## src/rtl/store_merge_unit.sv

```systemverilog
// Narrows 32-bit register stores onto a word-only memory, using read-modify-write for byte/halfword.
// Optional macro STORE_ALIGN_CHECK_EN rejects reserved sizes and misaligned halfword/word stores.
module store_merge_unit #(
  parameter int READ_LAT = 1
) (
  input  logic        clk,
  input  logic        rst,
  input  logic        req,
  input  logic [1:0]  size,
  input  logic [31:0] addr,
  input  logic [31:0] wdata,
  output logic        busy,
  output logic        done,
  output logic        err,
  output logic [31:0] mem_addr,
  output logic        mem_rd,
  input  logic [31:0] mem_rdata,
  output logic        mem_wr,
  output logic [31:0] mem_wdata
);

  localparam logic [2:0] S_IDLE  = 3'd0;
  localparam logic [2:0] S_READ  = 3'd1;
  localparam logic [2:0] S_WAIT  = 3'd2;
  localparam logic [2:0] S_WRITE = 3'd3;
  localparam logic [2:0] S_DONE  = 3'd4;
  localparam logic [1:0] LAT_M1  = 2'(READ_LAT - 1);

  logic [2:0]  state_q, state_d;
  logic [1:0]  cnt_q, cnt_d;
  logic [1:0]  size_q, size_d;
  logic [31:0] addr_q, addr_d;
  logic [31:0] wdata_q, wdata_d;
  logic [31:0] rdata_q, rdata_d;
  logic        done_q, done_d;
  logic        err_q, err_d;
  logic        reject;

  // Little-endian lane insert; sizes 10 and 11 both write the whole register value.
  function automatic logic [31:0] merge_word(input logic [31:0] rd, input logic [31:0] wd,
                                             input logic [1:0] sz, input logic [1:0] off);
    logic [31:0] m;
    m = rd;
    case (sz)
      2'b00:   m[{off, 3'b000} +: 8] = wd[7:0];
      2'b01:   if (off[1]) m[31:16] = wd[15:0]; else m[15:0] = wd[15:0];
      default: m = wd;
    endcase
    return m;
  endfunction

`ifdef STORE_ALIGN_CHECK_EN
  always_comb begin
    reject = (size == 2'b11) || (size == 2'b01 && addr[0]) ||
             (size == 2'b10 && addr[1:0] != 2'b00);
  end
`else
  always_comb begin
    reject = 1'b0;
  end
`endif

  always_comb begin
    state_d = state_q;
    cnt_d   = cnt_q;
    size_d  = size_q;
    addr_d  = addr_q;
    wdata_d = wdata_q;
    rdata_d = rdata_q;
    err_d   = 1'b0;
    case (state_q)
      S_IDLE: begin
        if (req) begin
          size_d  = size;
          addr_d  = addr;
          wdata_d = wdata;
          if (reject) begin
            state_d = S_DONE;
            err_d   = 1'b1;
          end else if (size[1]) begin
            state_d = S_WRITE;
          end else begin
            state_d = S_READ;
          end
        end
      end
      S_READ: begin
        state_d = S_WAIT;
        cnt_d   = LAT_M1;
      end
      S_WAIT: begin
        // Read data is valid exactly in the last WAIT cycle.
        if (cnt_q == 2'd0) begin
          rdata_d = mem_rdata;
          state_d = S_WRITE;
        end else begin
          cnt_d = cnt_q - 2'd1;
        end
      end
      S_WRITE: state_d = S_DONE;
      S_DONE:  state_d = S_IDLE;
      default: state_d = S_IDLE;
    endcase
    done_d = (state_d == S_DONE);
  end

  always_ff @(posedge clk or posedge rst) begin
    if (rst) begin
      state_q <= S_IDLE;
      cnt_q   <= 2'd0;
      size_q  <= 2'd0;
      addr_q  <= 32'd0;
      wdata_q <= 32'd0;
      rdata_q <= 32'd0;
      done_q  <= 1'b0;
      err_q   <= 1'b0;
    end else begin
      state_q <= state_d;
      cnt_q   <= cnt_d;
      size_q  <= size_d;
      addr_q  <= addr_d;
      wdata_q <= wdata_d;
      rdata_q <= rdata_d;
      done_q  <= done_d;
      err_q   <= err_d;
    end
  end

  assign busy      = (state_q != S_IDLE);
  assign mem_rd    = (state_q == S_READ);
  assign mem_wr    = (state_q == S_WRITE);
  assign mem_addr  = busy ? {addr_q[31:2], 2'b00} : 32'd0;
  assign mem_wdata = mem_wr ? merge_word(rdata_q, wdata_q, size_q, addr_q[1:0]) : 32'd0;
  assign done      = done_q;
  assign err       = err_q;

endmodule

```

## config.mk

```make
export PLATFORM = sky130hd
export DESIGN_NAME = store_merge_unit
export DESIGN_NICKNAME = d
export VERILOG_FILES = /design/src/rtl/store_merge_unit.sv
export SDC_FILE = /design/constraint.sdc
export NUM_CORES = 1
export LEC_CHECK = 0
export CAP_MARGIN = 10
export CORE_MARGIN = 2
export CORE_UTILIZATION = 32
export DETAILED_ROUTE_END_ITERATION = 10
export PLACE_DENSITY_LB_ADDON = 0.25
export SLEW_MARGIN = 20
export SYNTH_ARGS = -nofsm -noshare
export SYNTH_HDL_FRONTEND = slang
export SYNTH_SLANG_ARGS = --single-unit
```

## constraint.sdc

```tcl
create_clock -name clk -period 3.1 [get_ports clk]
set_input_delay 0.465 -clock clk [delete_from_list [all_inputs] [get_ports clk]]
set_output_delay 0.465 -clock clk [all_outputs]
set_load 0.005 [all_outputs]
```

Word-level counts from Yosys, hierarchy flattened

Cells that the tools add are included.

Output and inout bits: 69
Logic and storage cells: 37
Register bits after elaboration: 104
Bits of input ports: 101

Shifts and indexed selects: 2
Eq/ne operators: 6
$add $sub $neg: 2
Mux-type cells: 12
Reduce and logical (&&, ||, !) cells: 8

Operators by type and width:

| kind                   | number |
|---|---|
| $mux 32                | 2 |
| $pmux 32 s2            | 1 |
| $bwmux 32              | 1 |
| $mux 16                | 2 |
| $shift 8x7->32 const A | 1 |
| $shiftx 8x7->32        | 1 |
| $pmux 3 s4             | 1 |
| $neg 5->7              | 1 |
| $eq 3x2->1 const B     | 2 |
| $mux 3                 | 2 |
| $reduce_and 2->1       | 3 |
| $logic_not 2->1        | 2 |
| $mux 2                 | 2 |
| $pmux 2 s2             | 1 |
| $eq 3x1->1 const B     | 1 |
| $eq 3x3->1 const B     | 1 |
| $logic_not 3->1        | 1 |
| $reduce_bool 3->1      | 1 |
| $eq 2x1->1 const B     | 1 |
| $ne 2x2->1 const B     | 1 |
| $reduce_bool 2->1      | 1 |
| $sub 2x1->2 const B    | 1 |

Longest topological paths before layout

Gate-level depths: netlist of run 1.

Depth after elaboration: 5
Gate-level depth with buffers: 9
Depth with buffers taken out: 5

Least setup slack after synthesis of run 1

Ideal clock, no wire load.

Kind: reg2out
Start: register addr_q[1]
End: output port mem_wdata[16]
Required time: 2635 ps
Path buffers: 3
Arrival: 2142 ps
Cell stages (with the launch flop): 9
Setup slack: 493 ps
Cells stage by stage: dfrtp_1 -> buf_2 -> buf_2 -> inv_1 -> ha_1 -> buf_2 -> nor4b_2 -> a32oi_1 -> o22ai_1

Word-level cells in the longest chain between the ends: 5
Elaborated cells on any way between the ends: 7
Classes of those cells: add/sub: 1; shift: 2; mux: 4

Ends and longest elaborated chain:

| element                                           | line | RTL |
|---|---|---|
| from (decl)                                       | 32   | `logic [31:0] addr_q, addr_d;` |
| from (signal assigned)                            | 121  | `addr_q <= addr_d;` |
| $neg 5->7                                         | 45   | `2'b00: m[{off, 3'b000} +: 8] = wd[7:0];` |
| $shiftx 8x7->32 or $shift 8x7->32 (tied branches) | 45   |  |
| $bwmux 32                                         | 45   |  |
| $pmux 32 s2 *                                     | 44   | `case (sz)` |
| $mux 32 *                                         | 133  | `assign mem_wdata = mem_wr ? merge_word(rdata_q, wdata_q, size_q, addr_q[1:0]) : 32'd0;` |
| to (decl)                                         | 19   | `output logic [31:0] mem_wdata` |

Every way passes the cells marked *; elsewhere a longest branch is shown, timed or not.

Worst setup path after layout of run 1

Start: register size_q[0]
End: output port mem_wdata[17]

Word-level cells in the longest chain between the ends: 3
Elaborated cells on any way between the ends: 4
Classes of those cells: eq/ne: 1; mux: 2; reduce/logical: 1

Ends and longest elaborated chain:

| element                                       | line | RTL |
|---|---|---|
| from (decl)                                   | 31   | `logic [1:0] size_q, size_d;` |
| from (signal assigned)                        | 120  | `size_q <= size_d;` |
| $eq 2x1->1 or $logic_not 2->1 (tied branches) | 44   |  |
| $pmux 32 s2 *                                 | 44   |  |
| $mux 32 *                                     | 133  |  |

Marked as above.

==> results of run 1 <==
[worst max-delay path, cell delays in order (launching register included)]
cell	delay, ns
dfrtp_1	0.51
or2_2	0.45
or2_2	0.41
o22ai_1	0.22
clkdlybuf4s50_1	0.55
[kinds of logic after synthesis]
| family | Yosys count | share of synthesized area, % |
|---|---|---|
| mux | 111 | 23.5 |
| fa+ha+maj | 6 | 1.33 |
| flops | 104 | 46.2 |
| other cells | 1 | 0.0665 |
| buf+inv | 55 | 6.21 |
| compound gates | 114 | 13.5 |
| simple gates | 73 | 9.19 |
[through the flow]
| step | area, um2 | TNS (ns) | total power, mW | std cells |
|---|---|---|---|---|
| after floorplan | 5650 | 0 | 5.29 | 466 |
| after global placement | 7480 | 0 | 6.91 | 836 |
| after detailed placement | 7480 | 0 | 7.05 | 836 |
| after CTS | 7800 | 0 | 8.34 | 851 |
| after global routing | 7850 | -0.0877 | 8.90 | 854 |
| final | 7850 | 0 | 8.35 | 854 |
[state kept, by name, summed over array words and instances (netlist names)]
| name | cells |
|---|---|
| rdata_q | 32 |
| addr_q | 32 |
| wdata_q | 32 |
| state_q | 3 |
| done | 1 |
| size_q | 2 |
| cnt_q | 2 |
[cell type report]
cell class / count / area [um2] / area share (%)
well taps: 225 / 282 / 3.59
repair buffers: 191 / 1880 / 23.9
multi-input cells: 307 / 2720 / 34.6
inverters: 12 / 48.8 / 0.622
flip-flops and latches: 104 / 2600 / 33.2
clock inverters: 5 / 81.3 / 1.04
clock buffers: 10 / 239 / 3.04
[power by group]
part	total, mW	switching, mW	internal, mW
Sequential	2.71	0.660	2.05
Combinational	4.40	1.86	2.54
Clock	1.24	0.517	0.726
Total	8.35	3.03	5.32
[per-layer routing]
metal  vias to the layer above  GRT usage (%)  share of wire (%)
li1                       2039              -                  -
met3                        24           5.44                6.5
met2                       136           28.5                 48
met4                         0           5.27                2.0
met1                      2208           23.2                 43
met5                         -              0                  0
[worst paths after layout]
kind / start / slack [ns] / to
setup reg to reg: state_q[1]$_DFF_PP0_ / 0.94 / addr_q[10]$_DFFE_PP0P_
hold / removal: rst / 0.36 / addr_q[25]$_DFFE_PP0P_
max in group asynchronous: rst / 2.04 / addr_q[12]$_DFFE_PP0P_
setup / recovery: size_q[0]$_DFFE_PP0P_ / 0.14 / mem_wdata[17]
hold reg to reg: rdata_q[9]$_DFFE_PP0P_ / 0.50 / rdata_q[9]$_DFFE_PP0P_
min in group clk: rdata_q[9]$_DFFE_PP0P_ / 0.50 / rdata_q[9]$_DFFE_PP0P_
[cell usage in the layout, fill, tap and decap left out, types with 2 or more instances in the layout]
master and count:
a211oi_1 2, a21oi_1 18, a22oi_1 16, a31oi_1 8
a32oi_1 16, and2b_1 2, buf_12 2, buf_4 22
bufinv_16 2, clkbuf_16 9, clkdlybuf4s50_1 166, clkinvlp_4 2
conb_1 3, dfrtp_1 103, ha_1 4, inv_1 8
inv_2 2, mux2_1 8, mux2_2 83, mux2_4 20
nand2b_1 2, nand3_1 3, nand3b_1 2, nand4_1 8
nor2b_1 41, nor4b_1 2, nor4b_4 2, o211ai_1 16
o21ai_0 20, o22ai_1 8, o2bb2ai_1 2, o31ai_1 8
or2_2 3
[what timing repair did]
action	4_1_cts	5_1_grt
buffers inserted	0	3
resized for setup	2	6
pin swaps	0	1
setup endpoints to repair	5	18
==> flow_summary.yaml, run 1 <==
job:
  drv_cap: 0
grt:
  grt_max_degree: 64
  grt_pass1_wl_um: 24900
  grt_overflow: 0
  antenna_found_initial: 0
  grt_pass1_vias: 4472
  grt.total_usage_pct: 17.8
finish:
  area_delta_synth_final_pct: 39.3
  finish.net_count: 732
  diodes: 0
  utilization_pct: 45.6
  drive_gt1_share_pct: 25.3
  nFillCells: 1544
clocking:
  tritoncts: "yes"
  clk_path_buf_depth: 2
  hold_buffers: 0
  clk_latency_ns: 0.35
  cts_buffers: 9
  htreeDepth: 3
  path_clk_slew_ns: 0.07
  cts_root_buf: "clkbuf_16"
  cts.sinks: 104
die:
  io_pins: 170
  coreArea_mm2: 0.0172
  die_area_mm2: 0.0187
  die_w_um: 137
  rows: 48
  die_h_um: 137
  start_util_pct: 32.7
yosys:
  synthCells: 464
  yosysTopAreaCellShare_pct: 46.2
  synth_warnings: 0
  ys_seq_area_share_pct: 46.2
  synth_commonest_cells: "dfrtp_1 (104), mux2_2 (83), nor2b_1 (41), mux2_4 (20), o21ai_0 (20)"
  synth.area.top_cells: "dfrtp_1 (46%), mux2_2 (17%), mux2_4 (5.3%)"
  synth_edf_count: 0
  synthFlopType: "dfrtp_1"
  synth_seq_cells: 104
  yosysTopAreaCell: "dfrtp_1"
  synth.most_common_cell: "dfrtp_1"
  synthArstFlopShare_pct: 100
  netlist_area_mm2: 0.00564
  yosysUniqueCellTypes: 42
  syn_area_per_cell_um2: 12.2
setup_path:
  cp.required_ns: 2.63
  worstSetupPathType: "reg2out"
  worstSetupEndpointType: "primary output"
  start_kind: "flop"
  worstPathArrival_ns: 2.50
  reg2reg_depth: 4
  crit_fanout: 9
place:
  gp_congestion: 0.839
  numPortBuffers: 166
  dp_hpwl_um: 11900
  pre_cts_ws_ns: 0.345
route:
  final_antenna_net_count: 0
  wl_per_cell_um: 19.4
  drtIter0Drc: 277
  vias_per_cell: 5.16
  drt-pass1-iter-count: 6
  drc_errors: 0
  vias: 4407
  routed_wl_um: 16600
sta:
  period_needed_ns: 2.96
  worst_slew_pin_slew_ns: 0.532
  drv_slew: 0
  max_slew_margin_pct: 64.5
  timing.hold.ws_ns: 0.359
  setup_violations: 0
  fmax_mhz: 337
  finClkSkew_ns: 0.0129
  finalCritPeriodShare_pct: 95.6
  report.final.hold_viol_count: 0
  setup_slack_ns: 0.136
power_and_ir_drop:
  p_leak_nw: 3.06
  powerDensity_mw_per_mm2: 1060
  ir_drop_v: 0.000448
worst_hold_path:
  hp-class: "in2async"
status:
  status: "completed"
No activity file was read; power rests on OpenSTA's default activity.
==> inputs of run 2 (changes only) <==
--- a/config.mk
+++ b/config.mk
@@ -10,6 +10,7 @@
 export CORE_UTILIZATION = 32
 export DETAILED_ROUTE_END_ITERATION = 10
 export PLACE_DENSITY_LB_ADDON = 0.25
+export REMOVE_ABC_BUFFERS = 1
 export SLEW_MARGIN = 20
 export SYNTH_ARGS = -nofsm -noshare
 export SYNTH_HDL_FRONTEND = slang
==> constraint.sdc (replaced) <==
create_clock -name clk -period 2.7 [get_ports clk]
set_input_delay 0.81 -clock clk [delete_from_list [all_inputs] [get_ports clk]]
set_output_delay 0.81 -clock clk [all_outputs]
set_load 0.005 [all_outputs]
==> run 2 against run 1 <==
  * The flow now finishes with violations (negative setup slack)
  * Core utilization is 3.4 points higher
  * Critical path depth is 6 higher
  * Routed wire length is 2.1% higher
  * Sequential power is 12% higher
  * Combinational power is 32% higher
  * Total power is 23% higher
  * Clock power is 15% higher
  * Non-clock buffer count is 45 higher
  * Sequential share of layout area is 2.3 points lower
  * Largest power group unchanged
==> flow_summary.yaml, run 2 (synthesis results as in run 1) <==
grt:
  grt_pass1_wl_um: 25600
  antenna_found_initial: 0
  grt.total_usage_pct: 18.1
  grt_overflow: 0
  grt_pass1_vias: 4560
  grt_max_degree: 49
setup_path:
  max_stage_delay_ns: 0.36
  reg2reg_slack_ns: 0.58
  cpLargestDelayFamily: "buffers and inverters"
  cp.required_ns: 1.89
  crit_fanout: 4
  cp_common_cell: "buf_6"
  worstSetupPathType: "reg2out"
  start_kind: "flop"
  cp_cell_sequence: "inv_2 > buf_6 > ha_4 > nor4b_4 > buf_4 > buf_6 > buf_6 > a32oi_2 > o22ai_2 > buf_2"
  crit_slowest_cell: "dfrtp_1"
  worstSetupEndpointType: "primary output"
  path_buf_inv: 6
  worstPathArrival_ns: 2.11
status:
  status: "finished, violations left"
  violations: "negative setup slack"
clocking:
  path_clk_slew_ns: 0.07
  cts.sinks: 104
  clk_path_buf_depth: 2
  htreeDepth: 3
  hold_buffers: 0
  tritoncts: "yes"
  cts_buffers: 9
  cts_root_buf: "clkbuf_16"
  clk_latency_ns: 0.35
route:
  final_antenna_net_count: 0
  drt-pass1-iter-count: 4
  drc_errors: 0
  wl_per_cell_um: 18.8
  vias_per_cell: 5.16
  drtIter0Drc: 208
  vias: 4648
  routed_wl_um: 16900
finish:
  reg_top3: "addr_q x32, rdata_q x32, wdata_q x32"
  area_delta_synth_final_pct: 49.7
  utilization_pct: 49.0
  diodes: 0
  final_common_cell: "dfrtp_1"
  drive_gt1_share_pct: 39.3
  finish.net_count: 777
  nFillCells: 1552
  mostFrequentLayoutCells: "dfrtp_1 (104), clkdlybuf4s50_1 (103), mux2_2 (83)"
sta:
  setup_tns_ns: -3.60
  setup_violations: 31
  finClkSkew_ns: 0.00520
  finalCritPeriodShare_pct: 108
  period_needed_ns: 2.92
  setup_slack_ns: -0.224
  drv_slew: 0
  report.final.hold_viol_count: 0
  rsz0062_at_grt: "yes"
  timing.hold.ws_ns: 0.501
  fmax_mhz: 342
die:
  io_pins: 170
  coreArea_mm2: 0.0172
  die_area_mm2: 0.0187
  start_util_pct: 32.7
  rows: 48
  die_h_um: 137
  die_w_um: 137
power_and_ir_drop:
  swShare_pct: 36.9
  ir_drop_v: 0.000519
  p_int_mw: 6.48
  p_leak_nw: 3.58
  power.switching_mw: 3.80
  power.share.clock_pct: 13.9
  seqPwrFrac_pct: 29.5
  powerDensity_mw_per_mm2: 1220
  p_comb_share_pct: 56.7
  p_total_mw: 10.3
worst_hold_path:
  hp-class: "reg2reg"
place:
  numPortBuffers: 166
  dp_hpwl_um: 11900
  gp_congestion: 0.787
  pre_cts_ws_ns: -0.212
job:
  drv_cap: 0
## run 2: final timing paths
kind | from | to | cells after the start
setup / recovery | addr_q[0]$_DFFE_PP0P_ | mem_wdata[21] | 10
hold / removal | addr_q[21]$_DFFE_PP0P_ | addr_q[21]$_DFFE_PP0P_ | 1
setup reg to reg | state_q[1]$_DFF_PP0_ | wdata_q[30]$_DFFE_PP0P_ | 8
hold reg to reg | addr_q[21]$_DFFE_PP0P_ | addr_q[21]$_DFFE_PP0P_ | 1
max in group asynchronous | rst | rdata_q[13]$_DFFE_PP0P_ | 3
min in group asynchronous | rst | addr_q[26]$_DFFE_PP0P_ | 2
## run 2: repair_timing
action | CTS | global route
gates resized for setup | 176 | 59
gates cloned | 2 | 0
setup buffers | 22 | 7
pin swaps | 38 | 34
endpoints found under the setup margin | 64 | 43
## run 2: worst register-to-register path, cell delays in order, from the launching register on
cell	delay (ns)
dfrtp_1	0.40
buf_6	0.15
nor3_4	0.22
buf_6	0.16
buf_12	0.10
buf_4	0.11
and2_4	0.17
buf_12	0.28
mux2_2	0.41
## run 2: metal layers
layer	vias to the layer above	wire length [um]	global-route usage, %
li1	2135	-	-
met1	2331	7400	25.1
met2	165	8190	28.1
met3	17	1100	4.74
met4	0	234	4.46
met5	-	0	0
## run 2: power groups by stage
stage | combinational [mW] | sequential [mW] | clock, mW
finish | 5.82 | 3.03 | 1.42
global route | 6.29 | 3.12 | 1.54
detailed placement | 5.33 | 3.01 | 0
CTS | 5.52 | 2.99 | 1.47
global placement | 5.21 | 2.98 | 0
floorplan | 2.93 | 2.86 | 0
## run 2: layout make-up
| class | instances | area (um2) | share of cell area, % |
|---|---|---|---|
| Clock buffer | 10 | 229 | 2.71 |
| Clock inverter | 6 | 90.1 | 1.07 |
| Inverter | 12 | 51.3 | 0.608 |
| Multi-Input combinational cell | 307 | 2920 | 34.6 |
| Sequential cell | 104 | 2600 | 30.8 |
| Tap cell | 225 | 282 | 3.34 |
| Timing Repair Buffer | 236 | 2260 | 26.8 |
## run 2: metrics by stage
stage	instances	instance area, um2
floorplan	423	5340
global placement	854	7680
detailed placement	854	7680
CTS	894	8170
global route	900	8440
finish	900	8440
